File: config.mk
export PLATFORM = sky130hd
export DESIGN_NAME = uart_rx_fifo
export DESIGN_NICKNAME = d
export VERILOG_FILES = /design/src/rtl/uart_rx_fifo_pkg.sv /design/src/rtl/uart_rx_fifo_mem.sv /design/src/rtl/uart_rx_fifo.sv
export SDC_FILE = /design/constraint.sdc
export NUM_CORES = 1
export LEC_CHECK = 0
export ABC_AREA = 0
export CAP_MARGIN = 20
export CORE_MARGIN = 5
export CORE_UTILIZATION = 25
export CTS_CLUSTER_SIZE = 40
export DETAILED_ROUTE_END_ITERATION = 10
export PLACE_DENSITY = 0.46
export RECOVER_POWER = 100
export SYNTH_ARGS = -nofsm -noshare
export SYNTH_HDL_FRONTEND = slang
export SYNTH_HIERARCHICAL = 1
export SYNTH_SLANG_ARGS = --single-unit
File: constraint.sdc
create_clock -name clock -period 4 [get_ports clock]
set_input_delay 0.4 -clock clock [delete_from_list [all_inputs] [get_ports clock]]
set_output_delay 0.4 -clock clock [all_outputs]
set_load 0.01 [all_outputs]
File: src/rtl/uart_rx_fifo_pkg.sv
// Shared port map and decode helper for the uart rx fifo.
// Legacy data/status ports decode alongside the native ones.
package uart_rx_fifo_pkg;

  localparam int DEPTH_DEF = 16;

  localparam logic [7:0] UDATA     = 8'h80;
  localparam logic [7:0] UDATA_L0  = 8'h01;
  localparam logic [7:0] UDATA_L1  = 8'h07;
  localparam logic [7:0] USTAT     = 8'h83;
  localparam logic [7:0] USTATB_L0 = 8'h00;
  localparam logic [7:0] USTATB_L1 = 8'h06;
  localparam logic [7:0] URXCNT    = 8'h89;

  typedef enum logic [2:0] {
    SEL_NONE,
    SEL_DATA,
    SEL_STATA,
    SEL_STATB,
    SEL_CNT
  } port_sel_e;

  typedef struct packed {
    logic push;
    logic pop;
    logic flush;
    logic ovf_set;
    logic ovf_clr;
  } fifo_ctl_t;

  function automatic port_sel_e port_decode(
    input logic [7:0] addr
  );
    port_sel_e sel;
    sel = SEL_NONE;
    unique case (1'b1)
      (addr == UDATA),
      (addr == UDATA_L0),
      (addr == UDATA_L1):  sel = SEL_DATA;
      (addr == USTAT):     sel = SEL_STATA;
      (addr == USTATB_L0),
      (addr == USTATB_L1): sel = SEL_STATB;
      (addr == URXCNT):    sel = SEL_CNT;
      default:             sel = SEL_NONE;
    endcase
    return sel;
  endfunction

endpackage

File: src/rtl/uart_rx_fifo_mem.sv
// Byte storage for the uart rx fifo.
// Synchronous write at tail, combinational read at head.
module rx_fifo_mem #(
  parameter int DEPTH = 16,
  parameter int AW    = $clog2(DEPTH)
) (
  input  logic          clock,
  input  logic          we,
  input  logic [AW-1:0] waddr,
  input  logic [7:0]    wdata,
  input  logic [AW-1:0] raddr,
  output logic [7:0]    rdata
);

  logic [7:0] mem [DEPTH];

  always_ff @(posedge clock) begin
    if (we) begin
      mem[waddr] <= wdata;
    end
  end

  assign rdata = mem[raddr];

endmodule

File: src/rtl/uart_rx_fifo.sv
// UART receive FIFO with CPU IO-port front end.
// Pops on the trailing edge of a data-port read strobe.
module uart_rx_fifo
  import uart_rx_fifo_pkg::*;
#(
  parameter int DEPTH = DEPTH_DEF,
  localparam int AW   = $clog2(DEPTH)
) (
  input  logic          clock,
  input  logic          RESET_n,
  input  logic [7:0]    rx_data,
  input  logic          rx_valid,
  input  logic [7:0]    cpu_addr,
  input  logic          cpu_io,
  input  logic          cpu_rd,
  input  logic          cpu_wr,
  input  logic          tx_busy,
  output logic [7:0]    io_dout,
  output logic          io_hit,
  output logic          rx_avail,
  output logic [AW:0]   rx_count
);

  localparam logic [AW-1:0] PTR_ONE  = AW'(1);
  localparam logic [AW:0]   CNT_ONE  = (AW+1)'(1);
  localparam logic [AW:0]   CNT_FULL = (AW+1)'(DEPTH);

  port_sel_e     sel;
  fifo_ctl_t     ctl;
  logic          hit;
  logic          rq;
  logic          sq;
  logic          rq_q;
  logic          sq_q;
  logic          empty;
  logic          full;
  logic          ovf_q;
  logic [AW-1:0] head_q;
  logic [AW-1:0] tail_q;
  logic [AW:0]   count_q;
  logic [AW:0]   count_d;
  logic [7:0]    head_byte;
  logic [7:0]    rd_mux;

  assign sel   = port_decode(cpu_addr);
  assign hit   = cpu_io & (sel != SEL_NONE);
  assign rq    = cpu_io & cpu_rd & (sel == SEL_DATA);
  assign sq    = cpu_io & cpu_rd & (sel == SEL_STATA);
  assign empty = (count_q == '0);
  assign full  = (count_q == CNT_FULL);

  // A pop frees a slot in the same cycle, so a full FIFO still accepts.
  always_comb begin
    ctl         = '0;
    ctl.flush   = cpu_io & cpu_wr & (sel == SEL_CNT);
    ctl.pop     = rq_q & ~rq & ~empty & ~ctl.flush;
    ctl.push    = rx_valid & (~full | ctl.pop) & ~ctl.flush;
    ctl.ovf_set = rx_valid & full & ~ctl.pop;
    ctl.ovf_clr = sq_q & ~sq;
  end

  always_comb begin
    count_d = count_q;
    unique case (1'b1)
      (ctl.push & ~ctl.pop): count_d = count_q + CNT_ONE;
      (ctl.pop & ~ctl.push): count_d = count_q - CNT_ONE;
      default:               count_d = count_q;
    endcase
  end

  rx_fifo_mem #(
    .DEPTH (DEPTH),
    .AW    (AW)
  ) u_mem (
    .clock (clock),
    .we    (ctl.push),
    .waddr (tail_q),
    .wdata (rx_data),
    .raddr (head_q),
    .rdata (head_byte)
  );

  always_ff @(posedge clock or negedge RESET_n) begin
    if (!RESET_n) begin
      head_q  <= '0;
      tail_q  <= '0;
      count_q <= '0;
      ovf_q   <= 1'b0;
      rq_q    <= 1'b0;
      sq_q    <= 1'b0;
    end else begin
      rq_q <= rq;
      sq_q <= sq;
      if (ctl.flush) begin
        head_q  <= '0;
        tail_q  <= '0;
        count_q <= '0;
        ovf_q   <= 1'b0;
      end else begin
        if (ctl.push) begin
          tail_q <= tail_q + PTR_ONE;
        end
        if (ctl.pop) begin
          head_q <= head_q + PTR_ONE;
        end
        count_q <= count_d;
        if (ctl.ovf_set) begin
          ovf_q <= 1'b1;
        end else if (ctl.ovf_clr) begin
          ovf_q <= 1'b0;
        end
      end
    end
  end

  always_comb begin
    rd_mux = 8'h00;
    unique case (sel)
      SEL_DATA:  rd_mux = empty ? 8'h00 : head_byte;
      SEL_STATA: rd_mux = {ovf_q, 2'b00, ~empty, 3'b000, tx_busy};
      SEL_STATB: rd_mux = {tx_busy, 6'b0, empty};
      SEL_CNT:   rd_mux = 8'(count_q);
      default:   rd_mux = 8'h00;
    endcase
  end

  always_ff @(posedge clock or negedge RESET_n) begin
    if (!RESET_n) begin
      io_dout <= 8'h00;
      io_hit  <= 1'b0;
    end else begin
      io_hit <= hit;
      if (hit) begin
        io_dout <= rd_mux;
      end
    end
  end

  assign rx_avail = ~empty;
  assign rx_count = count_q;

endmodule

==> results by group, run 1 <==
Global routing
  – First-pass GRT wire length: 22,200 um
  – Grt ovf: 0
  – Vias in the first global route: 3,697
  – Initial antenna violation count: 0
  – Largest net degree at the start of global routing: 36
  – Tot GR Track Use: 10.2%

Timing
  – Final Skew: 9.45 ps
  – Relative slew slack: 4.18%
  – FMAX: 287 MHz
  – Fin crit share: 87.2%
  – Slew Viols, Final: 0
  – Final min period: 3490 ps
  – Worst slew pin tran: 1440 ps
  – Setup TNS: 0 ps
  – Count of final setup violators: 0
  – RSZ-0062 raised after global routing: false
  – Worst Setup Slack, final: 513 ps
  – Fin. Hold Viols: 0

Routing
  – Via count: 3,509
  – Routed len/inst: 18.4 um
  – Wirelength, routed: 14,400 um
  – DRC errors left: 0
  – Final ANT Viol Nets: 0
  – Via density per instance: 4.49
  – Detailed Routing Iterations Pass 1: 4
  – DRT iter0 DRCs: 285

Logic synthesis
  – Synth Flop Type: edfxtp_1
  – Number of synthesized flops with an enable pin: 128
  – Yosys reg bits: 153
  – Number of synthesis warnings: 6
  – Largest area contributor in the netlist: edfxtp_1
  – Syn nets: 403
  – Synth top area cells: edfxtp_1 59%, dfrtp_1 9.6%, mux4_2 6.2%, mux4_1 5.7%, a22oi_1 2.5%
  – Synthesized area: 6490 um2
  – Gate Count Post-Synth: 374
  – Most common cell in the netlist: edfxtp_1
  – Area share of the largest cell type after synthesis: 59.2%
  – Top post-synthesis cells by count: 128 x edfxtp_1, 32 x nor2_1, 25 x dfrtp_1, 25 x nand2_1, 22 x a22oi_1
  – Cell variety after synth: 52
  – Sequential share of the synthesized area: 68.9%
  – Share of flip-flops with an asynchronous set or reset: 16.3%
  – Syn Area/Cell: 17.3 um2

CTS
  – Cells resized by post-CTS repair: 0
  – # hold bufs at CTS: 0
  – Clk buf depth: 2
  – Post-CTS setup buffers: 0
  – Worst-Skew Late Latency: 410 ps
  – Clock slew at reported path FFs: 60 ps
  – Clock Tree Root: clkbuf_16
  – CTS tree: yes
  – TritonCTS Sinks: 153
  – TritonCTS buffer count: 17
  – CTS H-tree lvls: 4

Worst setup path
  – Worst path depth: 11
  – Worst Setup Start Kind: input port
  – Critical Path Max Stage Delay: 550 ps
  – Critical Path AT: 3550 ps
  – Worst-path cell chain: dlygate4sd3_1 > or3_1 > nor3_1 > and2_0 > and3_1 > and2_0 > clkbuf_1 > nor2_1 > or3b_2 > nor2_1 > clkbuf_1
  – Critical Path RT: 4070 ps
  – FF-to-FF path depth: 12
  – Buf/Inv on CP: 3
  – CP max-delay cell: dlygate4sd3_1
  – Top Family by Delay on Critical Path: simple AND/OR/NAND/NOR gates
  – Setup Crit Path Kind: in2reg
  – Worst-path maximum fanout: 10
  – Crit path capture type: flop

Power
  – PD cells: 548 nW/um2
  – Total power: 4.26 mW
  – P_leak: 2.60 nW
  – Worst vdd ir: 238 uV

Floorplan
  – Die X: 171 um
  – Top Ports: 38
  – Die height: 171 um
  – Die ar.: 29,300 um2
  – Core ar.: 25,800 um2
  – Initial Utilization: 25.1%
  – Row cnt: 59

Place
  – GPL Wtd Cong: 0.800
  – Port bufs: 37
  – Dpl hpwl: 9780 um
  – Worst slack, placed: 377 ps

Run
  – Max Cap Viol: 0

Min path
  – Hold depth: 2
  – HP Class: reg2reg

Layout
  – # diodes: 0
  – Area Overhead vs Synth: 20.0%
  – Final nets: 463
  – Layout cells sized above 1: 12.3%

Outcome
  – Status: completed
logic make-up after synthesis:
kind of cell / after synthesis / share of synthesized area (%)
multiplexers: 35 / 12.4
AND/OR/NAND/NOR: 96 / 7.62
flip-flops: 153 / 68.9
adder cells (fa/ha/maj): 6 / 1.27
AO/OA/AOI/OAI: 48 / 5.79
XOR/XNOR: 12 / 1.62
buffers and inverters: 24 / 2.37
path summary, 6_finish.rpt:
path | start | end | slack, ps
worst max-delay path | cpu_addr[5] | u_mem/mem[2][4] | 510
worst min-delay path | io_dout[3] | io_dout[3] | 470
worst max register to register | rx_count[1] | rx_count[4] | 740
worst min register to register | io_dout[3] | io_dout[3] | 470
max in group asynchronous | RESET_n | head_q[0] | 2200
min in group asynchronous | RESET_n | io_hit | 860
layer usage:
metal	part of all wire (%)	vias to the layer above	track usage, %
li1	-	1613	-
met4	0.87	0	3.10
met3	4.4	8	2.63
met5	0	-	0
met1	46	1814	13.4
met2	49	74	16.7
tightest hold or removal path: stages, from the launching register on:
cell and delay (ps):
dfrtp_1 340, nand2_1 50, nand2_1 50
registers in the layout, indices dropped and copies added (netlist names):
signal / cells
rx_count: 5
u_mem/mem: 128
ovf_q: 1
tail_q: 4
io_dout: 8
sq_q: 1
io_hit: 1
head_q: 4
rq_q: 1
cell type report:
type / count / area, um2
multi-input cells: 197 / 1830
fillers: 2587 / 18100
inverters: 9 / 33.8
flip-flops and latches: 153 / 4470
repair buffers: 56 / 450
clock buffers: 18 / 429
well taps: 335 / 419
clock inverters: 14 / 148
where the power goes:
part	total, mW	switching, mW	leakage, nW	internal (mW)
clock network	1.56	0.635	0.278	0.922
registers	2.05	0.128	1.48	1.92
logic	0.653	0.367	0.841	0.286
through the flow:
| stage | util (%) | cells | area, um2 | hold WS [ps] |
|---|---|---|---|---|
| final | 30.1 | 782 | 7780 | 470 |
| after global routing | 30.1 | 782 | 7780 | 493 |
| after CTS | 30.5 | 781 | 7880 | 359 |
| after detailed placement | 28.3 | 749 | 7310 | 471 |
| after global placement | 28.3 | 749 | 7310 | 469 |
| after floorplan | - | 374 | 6490 | 104 |
layout by cell type (no fill, tap or decap), drive strengths merged, types with 7 or more instances in the layout:
cell type / count
clkbuf: 35
dlygate4sd3: 25
mux4: 32
a22oi: 22
xnor2: 8
edfxtp: 128
clkdlybuf4s50: 12
clkinv: 7
nand2: 25
nor2: 32
dfrtp: 25
inv: 12
Power figures use the tool's default switching activity.
==> inputs of run 2 (changes only) <==
--- a/config.mk
+++ b/config.mk
@@ -12,7 +12,7 @@
 export CTS_CLUSTER_SIZE = 40
 export DETAILED_ROUTE_END_ITERATION = 10
 export PLACE_DENSITY = 0.46
-export RECOVER_POWER = 100
+export RECOVER_POWER = 50
 export SYNTH_ARGS = -nofsm -noshare
 export SYNTH_HDL_FRONTEND = slang
 export SYNTH_HIERARCHICAL = 1
==> run 2 against run 1 <==
  * Utilization rose by 0.37 points
  * Sequential cell count did not move
  * Clock power hardly changed
  * Critical path depth grew 3
  * Register-to-register slack gained 270 ps
  * Via count fell by 0.54%
  * Combinational power rose by 5.7%
  * Global-route usage is the same
  * Sequential power about the same
  * Routed wire length is 0.27% higher
  * Highest routed layer unchanged
==> results by group, run 2 (synthesis results as in run 1) <==
Outcome
  – Status: completed

Layout
  – Max reg flops: 128
  – Largest Register: u_mem/mem
  – # diodes: 0
  – Fin cells: 782
  – Post-layout util: 30.5%
  – Layout cells sized above 1: 16.3%
  – Area of the multi-input gates: 1860 um2
  – Total area of sequential cells: 4470 um2
  – Final nets: 463
  – Most frequent cells in the layout: 128 x edfxtp_1, 32 x nor2_1, 25 x nand2_1
  – Number of fill cells: 2,567
  – Commonest non-fill, non-tap cell in the layout: edfxtp_1
  – Area Overhead vs Synth: 21.4%

Timing
  – Count of final setup violators: 0
  – Final Skew: 9.58 ps
  – Fin crit share: 82.6%
  – Fin. Hold Viols: 0
  – RSZ-0062 raised after global routing: false
  – FMAX: 303 MHz
  – Setup TNS: 0 ps
  – Final min period: 3300 ps
  – Slew Viols, Final: 0
  – Worst slew pin tran: 1440 ps
  – Relative slew slack: 4.16%
  – Worst Setup Slack, final: 695 ps

Worst setup path
  – Setup Crit Path Kind: in2reg
  – Worst-path maximum fanout: 4
  – Critical Path RT: 4300 ps
  – Crit path capture type: flop
  – Worst Setup Start Kind: input port
  – Critical Path AT: 3610 ps

Global routing
  – Largest net degree at the start of global routing: 36
  – GR Util met3: 2.63%
  – Vias in the first global route: 3,697
  – Grt met2 use: 16.7%
  – Met1 usage: 13.4%
  – Grt ovf: 0
  – First-pass GRT wire length: 22,200 um
  – Grt peak-use layer: met2
  – Initial antenna violation count: 0
  – Tot GR Track Use: 10.2%

Floorplan
  – Die X: 171 um
  – Initial Utilization: 25.1%
  – Top Ports: 38
  – Die height: 171 um
  – Die ar.: 29,300 um2
  – Row cnt: 59
  – Core ar.: 25,800 um2

CTS
  – CTS H-tree lvls: 4
  – TritonCTS buffer count: 17
  – Clock Tree Root: clkbuf_16
  – Cells resized by post-CTS repair: 0
  – TritonCTS Sinks: 153
  – Worst-Skew Late Latency: 410 ps
  – Clk buf depth: 2
  – CTS tree: yes
  – Post-CTS setup buffers: 0
  – # hold bufs at CTS: 0
  – Clock slew at reported path FFs: 60 ps

Routing
  – Via density per instance: 4.46
  – Via count: 3,490
  – Routed len/inst: 18.4 um
  – Final ANT Viol Nets: 0
  – Wirelength, routed: 14,400 um
  – DRC errors left: 0
  – DRT iter0 DRCs: 282
  – Detailed Routing Iterations Pass 1: 5

Min path
  – HP Class: reg2reg

Power
  – Total power: 4.31 mW
  – Worst vdd ir: 238 uV
  – PD cells: 547 nW/um2
  – P_leak: 2.64 nW

Place
  – Worst slack, placed: 377 ps
  – Dpl hpwl: 9780 um
  – DP Cell Count: 749
  – GPL Wtd Cong: 0.800
  – Port bufs: 37

Run
  – Max Cap Viol: 0
[run 2: through the flow]
| step | hold WS (ps) | instance area (um2) |
|---|---|---|
| final | 470 | 7880 |
| after global routing | 493 | 7880 |
| after floorplan | 104 | 6490 |
| after global placement | 469 | 7310 |
| after detailed placement | 471 | 7310 |
| after CTS | 359 | 7880 |
[run 2: path summary, 6_finish.rpt]
check	startpoint	end	slack, ps	depth (start not counted)
max	cpu_addr[5]	rx_count[4]	700	14
min	io_dout[3]	io_dout[3]	470	2
max reg2reg	rx_count[0]	rx_count[4]	1010	12
min reg2reg	io_dout[3]	io_dout[3]	470	2
max in group asynchronous	RESET_n	head_q[0]	2200	2
min in group asynchronous	RESET_n	io_hit	860	2
[run 2: routing by layer]
metal | vias up | wire length [um]
met5 | - | 0
met2 | 58 | 7060
met4 | 0 | 125
met3 | 8 | 594
li1 | 1614 | -
met1 | 1810 | 6620
[run 2: final cells by class]
type | count | share of cell area, %
multi-input cells | 197 | 23.6
repair buffers | 56 | 6.59
flip-flops and latches | 153 | 56.8
well taps | 335 | 5.32
clock buffers | 18 | 5.45
inverters | 9 | 0.429
clock inverters | 14 | 1.87
[run 2: worst max-delay path: stages]
cell and delay (ps):
dlygate4sd3_1 550, or3_1 420, nor3_1 270, and2_1 190, and3_1 230, and2_1 230, nor3b_1 110, ha_1 360
nor2b_1 130, o21ai_0 110, and2_1 170, o31a_1 250, xnor2_1 130, nor2_1 50
[run 2: power breakdown]
part / switching [mW] / internal, mW
logic: 0.369 / 0.321
clock network: 0.636 / 0.922
registers: 0.137 / 1.92
total: 1.14 / 3.17
==> inputs of run 3 (changes only) <==
--- a/config.mk
+++ b/config.mk
@@ -11,7 +11,7 @@
 export CORE_UTILIZATION = 25
 export CTS_CLUSTER_SIZE = 40
 export DETAILED_ROUTE_END_ITERATION = 10
-export PLACE_DENSITY = 0.46
+export PLACE_DENSITY = 0.47
 export RECOVER_POWER = 50
 export SYNTH_ARGS = -nofsm -noshare
 export SYNTH_HDL_FRONTEND = slang
==> constraint.sdc (replaced) <==
create_clock -name clock -period 2.7 [get_ports clock]
set_input_delay 0.27 -clock clock [delete_from_list [all_inputs] [get_ports clock]]
set_output_delay 0.27 -clock clock [all_outputs]
set_load 0.01 [all_outputs]
==> run 3 against run 2 <==
  * Register-to-register slack got worse by 860 ps
  * Utilization rose by 1.8 points
  * Worst hold slack worse by 30 ps
  * Clock power grew 46%
  * Final cell count is 6.5% higher
  * First-iteration DRC count down 1.4%
  * Critical endpoint unchanged
  * Largest power group unchanged
==> results by group, run 3 (synthesis results as in run 1) <==
Global routing
  – Vias in the first global route: 3,886
  – Largest net degree at the start of global routing: 36
  – Grt ovf: 0
  – Tot GR Track Use: 11.0%
  – Initial antenna violation count: 0
  – First-pass GRT wire length: 23,800 um

CTS
  – Worst-Skew Late Latency: 420 ps
  – TritonCTS Sinks: 153
  – CTS tree: yes
  – CTS H-tree lvls: 4
  – Clock Tree Root: clkbuf_16
  – Clock slew at reported path FFs: 60 ps
  – TritonCTS buffer count: 17
  – Clk buf depth: 2

Timing
  – FMAX: 382 MHz
  – Fin. Hold Viols: 0
  – Setup TNS: 0 ps
  – Final Skew: 8.50 ps
  – Fin crit share: 96.9%
  – Final min period: 2620 ps
  – Slew Viols, Final: 0
  – RSZ-0062 raised after global routing: true
  – Worst slew pin tran: 925 ps
  – Relative slew slack: 38.1%
  – Count of final setup violators: 0
  – Worst Setup Slack, final: 82.9 ps

Layout
  – Commonest non-fill, non-tap cell in the layout: edfxtp_1
  – Largest Register: u_mem/mem
  – Fin cells: 833
  – Number of fill cells: 2,525
  – Area Overhead vs Synth: 28.6%
  – Most frequent cells in the layout: 128 x edfxtp_1, 64 x buf_4, 32 x nor2_1
  – Final nets: 514
  – Final Cell Area: 8350 um2
  – # diodes: 0
  – Layout cells sized above 1: 28.3%
  – Max reg flops: 128

Floorplan
  – Core ar.: 25,800 um2
  – Top Ports: 38
  – Die X: 171 um
  – Initial Utilization: 25.1%
  – Die height: 171 um
  – Die ar.: 29,300 um2
  – Row cnt: 59

Routing
  – Final ANT Viol Nets: 0
  – Detailed Routing Iterations Pass 1: 4
  – DRT iter0 DRCs: 278
  – DRC errors left: 0
  – Via count: 3,674
  – Wirelength, routed: 15,300 um
  – Via density per instance: 4.41
  – Routed len/inst: 18.4 um

Power
  – Worst vdd ir: 347 uV
  – PD cells: 786 nW/um2
  – P_leak: 2.93 nW

Worst setup path
  – Critical Path RT: 3010 ps
  – Critical Path Max Stage Delay: 560 ps
  – Critical Path AT: 2930 ps
  – Worst-path maximum fanout: 4
  – CP max-delay cell: clkdlybuf4s50_1
  – Worst-path cell chain: clkdlybuf4s50_1 > xnor2_1 > a31oi_4 > o211a_4 > or3b_1 > fa_2 > nor2b_2 > o21ai_2 > and2_1 > o31a_1 > xnor2_1 > nor2_1
  – Most used cell, CP: xnor2_1
  – Crit path capture type: flop
  – Setup Crit Path Kind: in2reg
  – Worst Setup Start Kind: input port

Place
  – Placed instance area: 7720 um2
  – Dpl hpwl: 10,600 um
  – Port bufs: 37
  – Worst slack, placed: -542 ps
  – GPL Wtd Cong: 0.838
  – DP Cell Count: 797

Run
  – Max Cap Viol: 0

Min path
  – HP Class: in2async

Outcome
  – Status: completed
## run 3: cell types whose count changed in the layout (fill, tap and decap cells not counted), sizes merged
| cell | previous run | this run |
|---|---|---|
| clkinv | 7 | 6 |
| clkinvlp | 2 | 1 |
| buf | 18 | 69 |
| clkdlybuf4s50 | 22 | 21 |
| dlygate4sd2 | 0 | 1 |
| bufinv | 2 | 1 |
| dlymetal6s2s | 0 | 2 |
| dlygate4sd3 | 15 | 13 |
| inv | 12 | 15 |
## run 3: per-stage QoR
stage	util, %	hold slack [ps]	power (mW)
6_report	32.3	440	6.56
5_1_grt	32.3	491	6.88
4_1_cts	32.2	378	6.64
3_5_place_dp	29.9	472	4.33
3_3_place_gp	29.9	458	4.30
2_1_floorplan	-	-25.6	3.68
## run 3: final timing paths
path / startpoint / endpoint / slack [ps] / depth (start not counted)
setup / recovery: cpu_addr[1] / rx_count[4] / 80 / 12
setup reg to reg: rx_count[2] / rx_count[4] / 150 / 12
hold reg to reg: io_dout[2] / io_dout[2] / 470 / 2
hold / removal: RESET_n / rx_count[4] / 440 / 1
min in group clock: cpu_addr[5] / rq_q / 460 / 6
max in group asynchronous: RESET_n / head_q[0] / 1340 / 2
## run 3: cell type report
type                    instances  area (um2)  share of cell area, %
inverters                       9        33.8                  0.405
well taps                     335         419                   5.02
flip-flops and latches        153        4480                   53.6
repair buffers                107         943                   11.3
clock buffers                  18         429                   5.14
clock inverters                14         138                   1.65
multi-input cells             197        1910                   22.8
## run 3: routing by layer
layer | GRT usage (%) | share of wire, %
met1 | 14.5 | 46
met2 | 18.2 | 50
met3 | 3.07 | 3.8
met4 | 2.48 | 0.52
met5 | 0 | 0
## run 3: worst max-delay path: cells and delay by family
| family | cells | cell delay (ps) |
|---|---|---|
| buf+inv | 1 | 560 |
| simple gates | 4 | 690 |
| xor+xnor | 2 | 290 |
| compound gates | 4 | 750 |
| fa+ha+maj | 1 | 360 |
## run 3: timing repair
item | CTS | global route
gates resized for setup | 7 | 5
buffers inserted | 2 | 2
pin swaps | 5 | 7
hold buffers | 0 | 0
endpoints found under the setup margin | 2 | 2
## run 3: power by group
group | switching (mW) | total, mW | internal, mW | leakage [nW]
registers | 0.166 | 3.02 | 2.85 | 1.47
clock network | 0.987 | 2.28 | 1.29 | 0.278
logic | 0.635 | 1.26 | 0.623 | 1.18
total | 1.79 | 6.56 | 4.77 | 2.93
==> RTL change (flow settings as in run 3) <==
Register the output `rx_count` once more, cleared by the reset; this adds one clock of latency there. The other outputs are not delayed to match.
--- a/src/rtl/uart_rx_fifo.sv
+++ b/src/rtl/uart_rx_fifo.sv
@@ -137,7 +137,13 @@
   end
 
   assign rx_avail = ~empty;
-  assign rx_count = count_q;
+  always_ff @(posedge clock or negedge RESET_n) begin
+    if (!RESET_n) begin
+      rx_count <= '0;
+    end else begin
+      rx_count <= count_q;
+    end
+  end
 
 endmodule
 
Check against the original RTL: not equivalent (a bounded check fails within 4 cycles, from zero or initial values and one cycle with RESET_n low).
==> RTL change against run 3 <==
- the run now ends with max-capacitance violations, max-slew violations left
- setup slack lost 0.068 ns
- synthesized cell count grew 2.9%
- critical path type is now flip-flop to flip-flop
- sequential cell count grew 5
- synthesized area grew 2.2%
- largest power group unchanged
- sequential power grew 5%
- fmax shrank 2.5%
- first-iteration DRC count shrank 12%
- via count grew 0.68%
- design area shrank 1.1%
- total power grew 2.3%
- highest routed layer unchanged
- register-to-register slack lost 0.13 ns
- routed wire length grew 0.33%
==> RTL change: results (changes against run 3) <==
metric	value	unit	change
worstPathMaxFanout	3		-1
fin_cells	816		-2.0%
inverters	5		-4
grt.total_usage	10.49	%	-0.49 points
dp_hpwl	10320	um	-2.7%
endpoint	count_q[4]$_DFFE_PN0P_		
start_kind	flip-flop		
final-clk-cell-share	6.473	%	-0.32 points
p_sw	1.905	mW	+6.5%
wl_per_cell	18.86	um	+2.4%
area_delta_synth_final	24.47	%	
p_comb	1.38	mW	+9.5%
gp_congestion	0.8219		-1.9%
multiInputCombCellCount	205		+4.1%
worst_pin_slew	1.755	ns	+0.8294 ns
ir_worst_vdd	0.4213	mV	+21%
n_all_buffers	81		-24%
drive_above_1_share	24.95	%	-3.4 points
placedCellCount	784		-1.6%
ys_types	55		+5.8%
grt_use_met1	13.70	%	-0.75 points
status	complete, but fails checks		
area_share_nonclk_buffers	8.898	%	-2.4 points
hold_slack	0.4729	ns	+0.03278 ns
yosys-top-cells-count	edfxtp_1 (128), nor2_1 (36), dfrtp_1 (30)		
clock_power_share	32.4	%	-2.4 points
yosysWarnings	6		unchanged
fin_area	0.008254	mm2	-1.1%
cpMaxStageDelayCell	or4_4		
grt_first_pass_wirelength	23950	um	+0.49%
synth_seq_area_share	69.28	%	+0.39 points
avgSynthCellArea	17.22	um2	-0.70%
maxCapViolCount	1		+1
r2r_start	count_q[1]$_DFFE_PN0P_		
async_flop_share	18.99	%	+2.6 points
r2r_slack	0.02	ns	-0.13 ns
grt_pass1_vias	4075		+4.9%
gr-usage-met2	17.49	%	-0.68 points
slew_viol_final	31		+31
num-nets-final	497		-3.3%
synth_fp_nets	414		+2.7%
vias	3699		+0.68%
period_share	99.44	%	+2.5 points
clkbuf_count	17		-1
multiInputGateArea	0.001952	mm2	+2.4%
cts.sinks	158		+3.3%
crit_arrival	3.04	ns	+0.11 ns
grtUsageMet3	2.926	%	-0.15 points
fill_cells	2534		+0.36%
hold_path_class	flip-flop to flip-flop		
drt_iter0_drc	244		-12%
violations	max-capacitance violations, max-slew violations		
fin_worst_skew	0.01295	ns	+0.004444 ns
preCtsSetupSlack	-0.4300	ns	+0.1123 ns
seq_area_share	55.68	%	+2.0 points
combPwrFrac	20.5	%	+1.3 points
RTL change: cell count changes in the layout (fill, tap and decap cells not counted), sizes merged, moves of 4 or more:
cell	run 3	this run
nand2	25	29
inv	15	11
dfrtp	25	30
buf	69	43
and2	6	2
clkdlybuf4s50	21	36
dlygate4sd3	13	1
a32oi	0	4
nand2b	3	7
nor2	32	36
RTL change: cells by family (layout without fill, tap and decap cells):
family          after synthesis  in the layout  share of synthesized area [%]
simple gates                102            102                          7.396
buf+inv                      22            118                          2.132
xor+xnor                     11             11                          1.453
fa+ha+maj                     6              6                          1.245
mux                          34             34                          11.96
flops                       158            158                          69.28
compound gates               52             52                          6.528
RTL change: metal layers:
layer,wire length [um],up-vias
li1,-,1696
met1,6944,1912
met2,7621,80
met3,696,11
met4,128,0
met5,0,-
RTL change: timing repair:
item                       CTS  global route
cloned                       0             0
hold buffers                 0             0
setup endpoints to repair    1           103
gates resized for setup      1            11
buffers inserted             0             0
